## src/rtl/uart_tx_pkg.sv

```systemverilog
// Shared types and constants for the UART transmit engine.
// Parity support is built only when UART_TX_PARITY_EN is defined.
package uart_tx_pkg;

    typedef enum logic [2:0] {
        IDLE   = 3'd0,
        ARMED  = 3'd1,
        START  = 3'd2,
        DATA   = 3'd3,
        PARITY = 3'd4,
        STOP   = 3'd5
    } state_t;

    localparam logic PAR_EVEN = 1'b0;
    localparam logic PAR_ODD  = 1'b1;

    localparam logic STOP_1 = 1'b0;
    localparam logic STOP_2 = 1'b1;

endpackage

```

## src/rtl/uart_tx_serializer.sv

```systemverilog
// Holds the accepted word, shifts it out LSB-first and tracks which data bit is on the line.
// o_lastBit flags that the most significant data bit is currently being sent.
module uart_tx_serializer #(
    parameter int DATA_WIDTH = 8
) (
    input  logic                  i_clk,
    input  logic                  i_rst,
    input  logic                  i_load,
    input  logic [DATA_WIDTH-1:0] i_data,
    input  logic                  i_shift,
    input  logic                  i_first,
    output logic                  o_bit,
    output logic                  o_lastBit,
    output logic                  o_wordXor
);

    localparam int CNT_W = $clog2(DATA_WIDTH);

    logic [DATA_WIDTH-1:0] r_hold;
    logic [DATA_WIDTH-1:0] r_shift;
    logic [CNT_W-1:0]      r_idx;

    // The shift register always presents the next bit to emit at position 0.
    always_ff @(posedge i_clk) begin
        if (i_rst) begin
            r_hold  <= '0;
            r_shift <= '0;
            r_idx   <= '0;
        end else if (i_load) begin
            r_hold  <= i_data;
            r_shift <= i_data;
            r_idx   <= '0;
        end else if (i_shift) begin
            r_shift <= r_shift >> 1;
            r_idx   <= i_first ? '0 : r_idx + 1'b1;
        end
    end

    assign o_bit     = r_shift[0];
    assign o_lastBit = (r_idx == CNT_W'(DATA_WIDTH - 1));
    assign o_wordXor = ^r_hold;

endmodule

```

## src/rtl/uart_tx_core.sv

```systemverilog
// UART transmit engine: frame FSM plus registered TX line, one bit per baud tick.
// Define UART_TX_PARITY_EN to build the optional parity bit (PAR_EN/PAR_TYP are ignored otherwise).
module uart_tx_core #(
    parameter int DATA_WIDTH = 8
) (
    input  logic                  CLK,
    input  logic                  RST,
    input  logic                  tick,
    input  logic [DATA_WIDTH-1:0] P_DATA,
    input  logic                  Data_Valid,
    input  logic                  PAR_EN,
    input  logic                  PAR_TYP,
    input  logic                  STOP_2,
    output logic                  TX_OUT,
    output logic                  busy
);

    import uart_tx_pkg::*;

    state_t r_state;
    state_t w_nextState;
    logic   r_txOut;
    logic   w_txNext;
    logic   r_stop2;
    logic   r_stopCnt;
    logic   w_stopNext;
    logic   w_load;
    logic   w_shift;
    logic   w_first;
    logic   w_bit;
    logic   w_lastBit;
    logic   w_wordXor;

`ifdef UART_TX_PARITY_EN
    logic r_parEn;
    logic r_parTyp;
    logic w_parityBit;

    assign w_parityBit = (r_parTyp == PAR_ODD) ? ~w_wordXor : w_wordXor;
`else
    logic w_unusedSink;

    assign w_unusedSink = ^{PAR_EN, PAR_TYP, w_wordXor};
`endif

    uart_tx_serializer #(
        .DATA_WIDTH(DATA_WIDTH)
    ) u_serializer (
        .i_clk     (CLK),
        .i_rst     (RST),
        .i_load    (w_load),
        .i_data    (P_DATA),
        .i_shift   (w_shift),
        .i_first   (w_first),
        .o_bit     (w_bit),
        .o_lastBit (w_lastBit),
        .o_wordXor (w_wordXor)
    );

    always_ff @(posedge CLK) begin
        if (RST) begin
            r_state   <= IDLE;
            r_txOut   <= 1'b1;
            r_stop2   <= uart_tx_pkg::STOP_1;
            r_stopCnt <= 1'b0;
`ifdef UART_TX_PARITY_EN
            r_parEn   <= 1'b0;
            r_parTyp  <= PAR_EVEN;
`endif
        end else begin
            r_state   <= w_nextState;
            r_txOut   <= w_txNext;
            r_stopCnt <= w_stopNext;
            if (w_load) begin
                r_stop2  <= STOP_2;
`ifdef UART_TX_PARITY_EN
                r_parEn  <= PAR_EN;
                r_parTyp <= PAR_TYP;
`endif
            end
        end
    end

    // Every line change below is gated by tick, so each bit spans one baud period.
    always_comb begin
        w_nextState = r_state;
        w_txNext    = r_txOut;
        w_stopNext  = r_stopCnt;
        w_load      = 1'b0;
        w_shift     = 1'b0;
        w_first     = 1'b0;
        case (r_state)
            IDLE: begin
                w_txNext = 1'b1;
                if (Data_Valid) begin
                    w_load      = 1'b1;
                    w_nextState = ARMED;
                end
            end
            ARMED: begin
                if (tick) begin
                    w_nextState = START;
                    w_txNext    = 1'b0;
                end
            end
            START: begin
                if (tick) begin
                    w_nextState = DATA;
                    w_txNext    = w_bit;
                    w_shift     = 1'b1;
                    w_first     = 1'b1;
                end
            end
            DATA: begin
                if (tick) begin
                    if (!w_lastBit) begin
                        w_txNext = w_bit;
                        w_shift  = 1'b1;
`ifdef UART_TX_PARITY_EN
                    end else if (r_parEn) begin
                        w_nextState = PARITY;
                        w_txNext    = w_parityBit;
`endif
                    end else begin
                        w_nextState = STOP;
                        w_txNext    = 1'b1;
                        w_stopNext  = 1'b0;
                    end
                end
            end
`ifdef UART_TX_PARITY_EN
            PARITY: begin
                if (tick) begin
                    w_nextState = STOP;
                    w_txNext    = 1'b1;
                    w_stopNext  = 1'b0;
                end
            end
`endif
            STOP: begin
                if (tick) begin
                    w_txNext = 1'b1;
                    if ((r_stop2 == uart_tx_pkg::STOP_2) && !r_stopCnt) begin
                        w_stopNext = 1'b1;
                    end else begin
                        w_nextState = IDLE;
                        w_stopNext  = 1'b0;
                    end
                end
            end
            default: begin
                w_nextState = IDLE;
                w_txNext    = 1'b1;
            end
        endcase
    end

    assign TX_OUT = r_txOut;
    assign busy   = (r_state != IDLE);

endmodule

```

## config.mk

```make
export PLATFORM = sky130hd
export DESIGN_NAME = uart_tx_core
export DESIGN_NICKNAME = d
export VERILOG_FILES = /design/src/rtl/uart_tx_pkg.sv /design/src/rtl/uart_tx_serializer.sv /design/src/rtl/uart_tx_core.sv
export SDC_FILE = /design/constraint.sdc
export NUM_CORES = 1
export LEC_CHECK = 0
export BUFFER_PORTS_ARGS = -buffer_cell sky130_fd_sc_hd__buf_4
export CORE_MARGIN = 2
export CORE_UTILIZATION = 59
export CTS_BUF_LIST = sky130_fd_sc_hd__clkbuf_8
export CTS_CLUSTER_SIZE = 40
export DETAILED_ROUTE_END_ITERATION = 10
export GPL_ROUTABILITY_DRIVEN = 0
export PLACE_DENSITY = 0.85
export SKIP_LAST_GASP = 1
export SLEW_MARGIN = 15
export SYNTH_ARGS = -nofsm -noshare
export SYNTH_HDL_FRONTEND = slang
export SYNTH_SLANG_ARGS = --single-unit
```

## constraint.sdc

```tcl
create_clock -name CLK -period 4.27 [get_ports CLK]
set_clock_uncertainty 0.1 [all_clocks]
set_input_delay 1.281 -clock CLK [delete_from_list [all_inputs] [get_ports CLK]]
set_output_delay 1.281 -clock CLK [all_outputs]
set_load 0.01 [all_outputs]
```

==> flow_summary.toml, run 1 <==
[sta]
tightest_slew_ps = 771
setup_viol = 0
max_slew_margin_pct = 48.4
hold_viol = 0
max_clock_freq_mhz = 372
drv_slew = 0
period_needed_ps = 2690
rsz0062_at_grt = "false"
setup_tns_ps = 0
finalCritPeriodShare_pct = 63.0
timing.final.ws_setup_ps = 1580

[global_routing]
grt_start_max_net_pins = 18
grt_use_total_pct = 20.2
grt_antenna_before_repair = 0
gr-total-overflow = 0
grt_pass1_wl_mm = 2.68
grt_pass1_vias = 644

[place]
dp_hpwl_mm = 1.09
numPortBuffers = 14
dpl_worst_slack_ps = 1670

[die]
std_cell_rows = 13
start_util_pct = 63.9
dieArea_um2 = 1730
pin_count = 17
die_w_um = 41.6
die_h_um = 41.6
core_um2 = 1300

[critical_path]
r2r-start = "r_state[2]"
worstSetupEndpointType = "output pin"
start_kind = "flop"
criticalPathCategory = "flop to output pin"
cp-startpoint = "r_state[2]"
critPathArrivalTime_ps = 1310
critPathMaxFanout = 8
cp_data_required_time_ps = 2890

[clock_tree]
cts_buffer_depth = 2
clkSinkCount = 17
postCtsResizedCells = 0
root_buffer = "clkbuf_8"
holdBufCountCts = 0
htreeDepth = 1
path_clk_slew_ps = 70
cts_setup_buffers = 0
cts_tree = "yes"
clk_latency_ps = 260
numCtsBuffers = 3

[yosys]
syn_nets = 111
seq_area_frac_synth_pct = 40.9
ys_types = 29
ys_ff_latch = 17
yosysTopAreaCellShare_pct = 40.9
yosys_warnings = 0
synthCells = 94
syn_avg_cell_area_um2 = 8.85
syn_area_um2 = 832
synth.area.top_cells = "dfxtp_1 (41%), a21oi_1 (9.6%), a22oi_1 (8.1%), nand2_1 (5.4%), nor3_1 (3.6%)"
synth_top_cell_by_area = "dfxtp_1"

[route]
drt_iter0_markers = 11
route.antenna.remaining_nets = 0
drt-pass1-iter-count = 4
detail_route.wirelength_mm = 1.55
drt-wirelength-per-cell_um = 12.9
vias_per_cell = 5.97
vias = 716
drc_errors = 0

[final_layout]
insertedDiodeCount = 0
nets = 123
area_delta_synth_final_pct = 15.3
final_layout_size_suffix_gt1_share_pct = 21.9

[power]
peakVddDrop_mv = 0.265
power_density_nw_per_um2 = 374
p_leak_uw = 0.000355

[hold_path]
hold_start = "u_serializer.r_shift[3]"
hp-class = "flop to flop"

[outcome]
status = "finished clean"

[run]
maxCapViolations = 0
==> path summary, 6_finish.rpt <==
kind | slack [ps] | cells after the start | endpoint
setup reg to reg | 2520 | 4 | u_serializer.r_shift[5]
hold reg to reg | 360 | 2 | u_serializer.r_shift[3]
hold / removal | 360 | 2 | u_serializer.r_shift[3]
setup / recovery | 1580 | 2 | busy
==> flip-flops by register name, summed over array words and instances, names as in the netlist <==
name                  cells
r_state                   3
TX_OUT                    1
r_stop2                   1
r_stopCnt                 1
u_serializer.r_idx        3
u_serializer.r_shift      8
==> logic make-up after synthesis <==
kind of cell	Yosys count	synth area share, %
fa+ha+maj	2	3.01
flops	17	40.9
mux	2	2.41
compound gates	31	23.2
buf+inv	7	5.41
simple gates	35	25.1
==> critical path: stages, from the launching register on <==
cell,delay [ps]
dfxtp_1,410
or3_2,500
buf_4,150
==> synth_stat cells (all sizes together) <==
cell type,instances
dfxtp,17
a21oi,16
nand2,12
a22oi,9
nor3,6
buf,5
nor2b,4
a31oi,3
nor3b,3
clkbuf,2
ha,2
mux2i,2
nand3b,2
nor2,2
and3,1
nand2b,1
nand3,1
nor4b,1
o21ai,1
o21bai,1
o31ai,1
or2b,1
or3,1
==> metrics by stage <==
stage	hold WS, ps	cell area (µm²)	util [%]	power [µW]	instances
2_1_floorplan	336	832	-	223	94
3_3_place_gp	341	911	70.0	236	116
3_5_place_dp	349	911	70.0	237	116
4_1_cts	360	960	73.8	362	120
5_1_grt	379	960	73.8	375	120
6_report	363	960	73.8	359	120
==> layout by cell type, fill, tap and decap left out, types with 3 or more instances in the layout <==
cell and n:
dfxtp_1 17, a21oi_1 16, buf_4 14, nand2_1 12
a22oi_1 9, nor3_1 6, nor2b_1 3, clkbuf_8 3
==> power by group <==
part / internal, µW / leakage [µW] / switching, µW
Clock: 65.8 / 0.0000217 / 59.5
Sequential: 168 / 0.000139 / 9.44
Combinational: 28.2 / 0.000195 / 27.8
Total: 262 / 0.000355 / 96.8
==> layout make-up <==
type,instances,area (µm²)
timing repair buffer,14,105
clock buffer,3,41.3
tap,15,18.8
fill,102,342
clock inverter,1,7.51
sequential,17,340
multi-input combinational,70,447
==> layer usage <==
metal | GRT usage [%] | part of all wire (%)
met5 | 0 | 0
met4 | 11.6 | 2.4
met3 | 6.52 | 4.4
met2 | 33.1 | 48
met1 | 22.9 | 45
Note: power is estimated with default switching activity, not from simulation.
==> run 2, diff against run 1 <==
Settings changed: CORE_UTILIZATION 59 to 50, PLACE_DENSITY 0.85 to 0.77.
Clock period 4.27 ns to 2.4 ns, I/O delays scaled along.
==> run 2 against run 1 <==
Critical path type unchanged. Critical path depth unchanged. Clock-buffer cell count unchanged. Worst hold slack worse by 7.0 ps. Global-route usage down 0.70 points. Wire length up 7.9%. Highest routed layer unchanged. Die area up 16%. Sequential power up 78%. Design area up 0.65%. Cell count up 1.7%.
==> flow_summary.toml, run 2 (same netlist as run 1, synthesis figures left out) <==
[outcome]
status = "finished clean"

[hold_path]
hold_depth = 2
hold_start = "u_serializer.r_shift[5]"
hp-class = "flop to flop"
min_to = "u_serializer.r_shift[5]"

[critical_path]
r2r-start = "r_state[1]"
cpLargestDelayFamily = "simple AND/OR/NAND/NOR gates"
start_kind = "flop"
crit_buf_inv = 1
criticalPathCategory = "flop to output pin"
rr_worst_depth = 4
rrSetupSlack_ps = 600
worstSetupEndpointType = "output pin"
crit_chain = "or3_2, buf_4"
max_stage_delay_ps = 500
slowest_stage = "or3_2"
cp_data_required_time_ps = 1580
r2r_end = "u_serializer.r_shift[0]"
critPathMaxFanout = 8
critPathArrivalTime_ps = 1310

[final_layout]
final_layout_size_suffix_gt1_share_pct = 22.6
area_delta_synth_final_pct = 16.1
final_cell_mix = "dfxtp_1 (17), a21oi_1 (16), buf_4 (15)"
seq_area_um2 = 340
largest_reg_flops = 8
reg.largest.list = "u_serializer.r_shift (8), r_state (3), u_serializer.r_idx (3)"
largest-register = "u_serializer.r_shift"
multi_input_area_um2 = 447
insertedDiodeCount = 0
post-route-util_pct = 62.7
nFillCells = 141
final_common_cell = "dfxtp_1"
nets = 124

[die]
core_um2 = 1540
std_cell_rows = 14
pin_count = 17
start_util_pct = 54.0
dieArea_um2 = 2010
die_h_um = 44.8
die_w_um = 44.8

[global_routing]
gr-total-overflow = 0
grt_pass1_vias = 699
grt_start_max_net_pins = 18
grt_antenna_before_repair = 0
grt_use_total_pct = 19.5
grt_pass1_wl_mm = 2.88

[sta]
hold_slack_ps = 356
setup_viol = 0
finalCritPeriodShare_pct = 88.6
rsz0062_at_grt = "false"
drv_slew = 0
max_clock_freq_mhz = 470
setup_tns_ps = 0
period_needed_ps = 2130
tightest_slew_ps = 460
max_slew_margin_pct = 69.2
hold_viol = 0

[place]
dp_hpwl_mm = 1.19
numPortBuffers = 14

[clock_tree]
clk_latency_ps = 250
root_buffer = "clkbuf_8"
cts_tree = "yes"
cts_setup_buffers = 0
holdBufCountCts = 0
postCtsResizedCells = 0
path_clk_slew_ps = 60
htreeDepth = 1
numCtsBuffers = 3
clkSinkCount = 17
cts_buffer_depth = 2

[route]
drc_errors = 0
detail_route.wirelength_mm = 1.68
drt_iter0_markers = 14
vias_per_cell = 6.06
drt-pass1-iter-count = 4
drt-wirelength-per-cell_um = 13.7
vias = 739
route.antenna.remaining_nets = 0

[run]
maxCapViolations = 0

[power]
peakVddDrop_mv = 0.439
p_leak_uw = 0.000364
power_density_nw_per_um2 = 652
## run 2: cell count changes in the layout (fill, tap and decap cells not counted)
cell        delta
clkinv_2       +1
clkinvlp_4     -1
buf_4          +1
## run 2: worst reg2reg max path, stage by stage, from the launching register on
cell	delay [ps]
dfxtp_1	560
nor2b_2	400
and3_1	380
a22oi_1	110
a21oi_1	170
## run 2: area by class of cell
| type | count | area share, % |
|---|---|---|
| clock buffers | 3 | 4.27 |
| well taps | 16 | 2.07 |
| multi-input cells | 70 | 46.2 |
| flip-flops and latches | 17 | 35.2 |
| repair buffers | 15 | 11.7 |
| clock inverters | 1 | 0.518 |
## run 2: metal layers
layer  global-route usage, %  wire length, µm  vias up
met2                    31.9              812       14
li1                        -                -      365
met1                    23.8              786      356
met4                    11.8               22        0
met5                       0                0        -
met3                    3.60               55        4
## run 2: how the worst max path moves through the flow
stage / startpoint / to / slack, ps / depth (start not counted)
2_1_floorplan: r_state[1] / busy / 690 / 2
3_3_place_gp: Data_Valid / r_stop2 / 500 / 5
3_5_place_dp: Data_Valid / r_stop2 / 480 / 5
4_1_cts: r_state[2] / busy / 260 / 2
5_1_grt: r_state[2] / busy / 220 / 2
6_report: r_state[2] / busy / 270 / 2
## run 2: power by group
group          switching, µW  total [µW]  internal [µW]  leakage, µW
logic                   52.2         105           52.6     0.000200
registers               16.8         316            300     0.000139
clock network           93.2         208            115    0.0000255
## run 2: through the flow
stage / instances / worst slack (ps) / total power (µW) / cell area, µm²
2_1_floorplan: 94 / 692 / 396 / 832
3_3_place_gp: 118 / 499 / 423 / 920
3_5_place_dp: 118 / 484 / 427 / 920
4_1_cts: 122 / 261 / 636 / 966
5_1_grt: 122 / 223 / 663 / 966
6_report: 122 / 274 / 629 / 966
==> run 3, diff against run 2 <==
Settings changed: CAP_MARGIN set to 25, RECOVER_POWER set to 25.
==> run 3 against run 2 <==
Power down 0.32%. Sequential power about the same. Fmax is 0.41% higher. Non-clock buffer count unchanged. Sequential share of layout area rose by 0.23 points. Clock-buffer cell count did not move. Flip-flop and latch count unchanged. Largest power group unchanged. Clock power hardly changed. Worst hold slack better by 0.50 ps. Combinational power is essentially flat.
==> flow_summary.toml, run 3 (same netlist as run 1, synthesis figures left out) <==
[outcome]
status = "finished clean"

[critical_path]
max_stage_delay_ps = 500
criticalPathCategory = "flop to output pin"
slowest_stage = "or3_2"
cp_data_required_time_ps = 1580
critPathArrivalTime_ps = 1300
crit_buf_inv = 1
worstSetupEndpointType = "output pin"
critPathMaxFanout = 8
start_kind = "flop"
crit_chain = "or3_2, buf_4"
cpLargestDelayFamily = "simple AND/OR/NAND/NOR gates"

[clock_tree]
clk_latency_ps = 250
clkSinkCount = 17
postCtsResizedCells = 0
htreeDepth = 1
path_clk_slew_ps = 60
root_buffer = "clkbuf_8"
holdBufCountCts = 0
numCtsBuffers = 3
cts_buffer_depth = 2
cts_tree = "yes"
cts_setup_buffers = 0

[final_layout]
insertedDiodeCount = 0
final_layout_size_suffix_gt1_share_pct = 20.8
nFillCells = 141
largest_reg_flops = 8
final_common_cell = "dfxtp_1"
largest-register = "u_serializer.r_shift"
area_delta_synth_final_pct = 15.3
multi_input_area_um2 = 444
reg.largest.list = "u_serializer.r_shift (8), r_state (3), u_serializer.r_idx (3)"
seq_area_um2 = 340
final_cell_mix = "dfxtp_1 (17), a21oi_1 (16), buf_4 (14)"
post-route-util_pct = 62.3
fin_cells = 122
nets = 124

[route]
drt-wirelength-per-cell_um = 13.7
detail_route.wirelength_mm = 1.67
route.antenna.remaining_nets = 0
drt-pass1-iter-count = 4
drc_errors = 0
vias = 730
vias_per_cell = 5.98
drt_iter0_markers = 14

[die]
std_cell_rows = 14
die_h_um = 44.8
core_um2 = 1540
die_w_um = 44.8
pin_count = 17
dieArea_um2 = 2010
start_util_pct = 54.0

[sta]
setup_viol = 0
finalCritPeriodShare_pct = 88.2
max_clock_freq_mhz = 472
rsz0062_at_grt = "false"
period_needed_ps = 2120
setup_tns_ps = 0
hold_viol = 0
drv_slew = 0
tightest_slew_ps = 546
max_slew_margin_pct = 63.5

[global_routing]
grt_start_max_net_pins = 18
grt_pass1_vias = 699
grt_pass1_wl_mm = 2.88
gr-total-overflow = 0
grt_use_total_pct = 19.5
grt_antenna_before_repair = 0

[power]
peakVddDrop_mv = 0.438
p_leak_uw = 0.000361
power_density_nw_per_um2 = 654

[place]
dp_cells = 118
dp_hpwl_mm = 1.19
numPortBuffers = 14

[run]
maxCapViolations = 0

[hold_path]
hp-class = "flop to flop"
==> run 3: path summary, 6_finish.rpt <==
| kind | startpoint | to | slack, ps | cells past startpoint |
|---|---|---|---|---|
| hold / removal | u_serializer.r_shift[5] | u_serializer.r_shift[5] | 360 | 2 |
| setup / recovery | r_state[2] | busy | 280 | 2 |
| setup reg to reg | r_state[1] | u_serializer.r_shift[0] | 460 | 4 |
| hold reg to reg | u_serializer.r_shift[5] | u_serializer.r_shift[5] | 360 | 2 |
==> run 3: where the power goes <==
group / internal [µW] / switching (µW)
combinational: 51.4 / 52.2
sequential: 300 / 16.9
clock: 115 / 92.5
total: 466 / 161
==> run 3: worst register-to-register path, delay by kind of cell (launching register included) <==
kind	cells	cell delay [ps]
DFF	1	560
and+or+nand+nor	2	920
AOI/OAI and AO/OA	2	280
==> run 3: layer usage <==
| layer | GRT usage, % | wire, µm | vias to the layer above |
|---|---|---|---|
| met5 | 0 | 0 | - |
| met4 | 11.8 | 22 | 0 |
| met3 | 3.60 | 49 | 4 |
| met2 | 31.9 | 800 | 10 |
| met1 | 23.8 | 801 | 351 |
| li1 | - | - | 365 |
==> run 3: metrics by stage <==
stage | area (µm²) | setup slack [ps] | total power [µW] | hold slack (ps)
floorplan | 832 | 692 | 396 | 336
global placement | 920 | 499 | 423 | 341
detailed placement | 920 | 484 | 427 | 348
CTS | 966 | 261 | 636 | 357
global route | 960 | 232 | 662 | 369
finish | 960 | 283 | 627 | 356
==> run 3: area by class of cell <==
| class | instances | area share (%) |
|---|---|---|
| well taps | 16 | 2.09 |
| multi-input cells | 70 | 46.3 |
| clock inverters | 1 | 0.522 |
| repair buffers | 15 | 11.3 |
| clock buffers | 3 | 4.30 |
| flip-flops and latches | 17 | 35.5 |
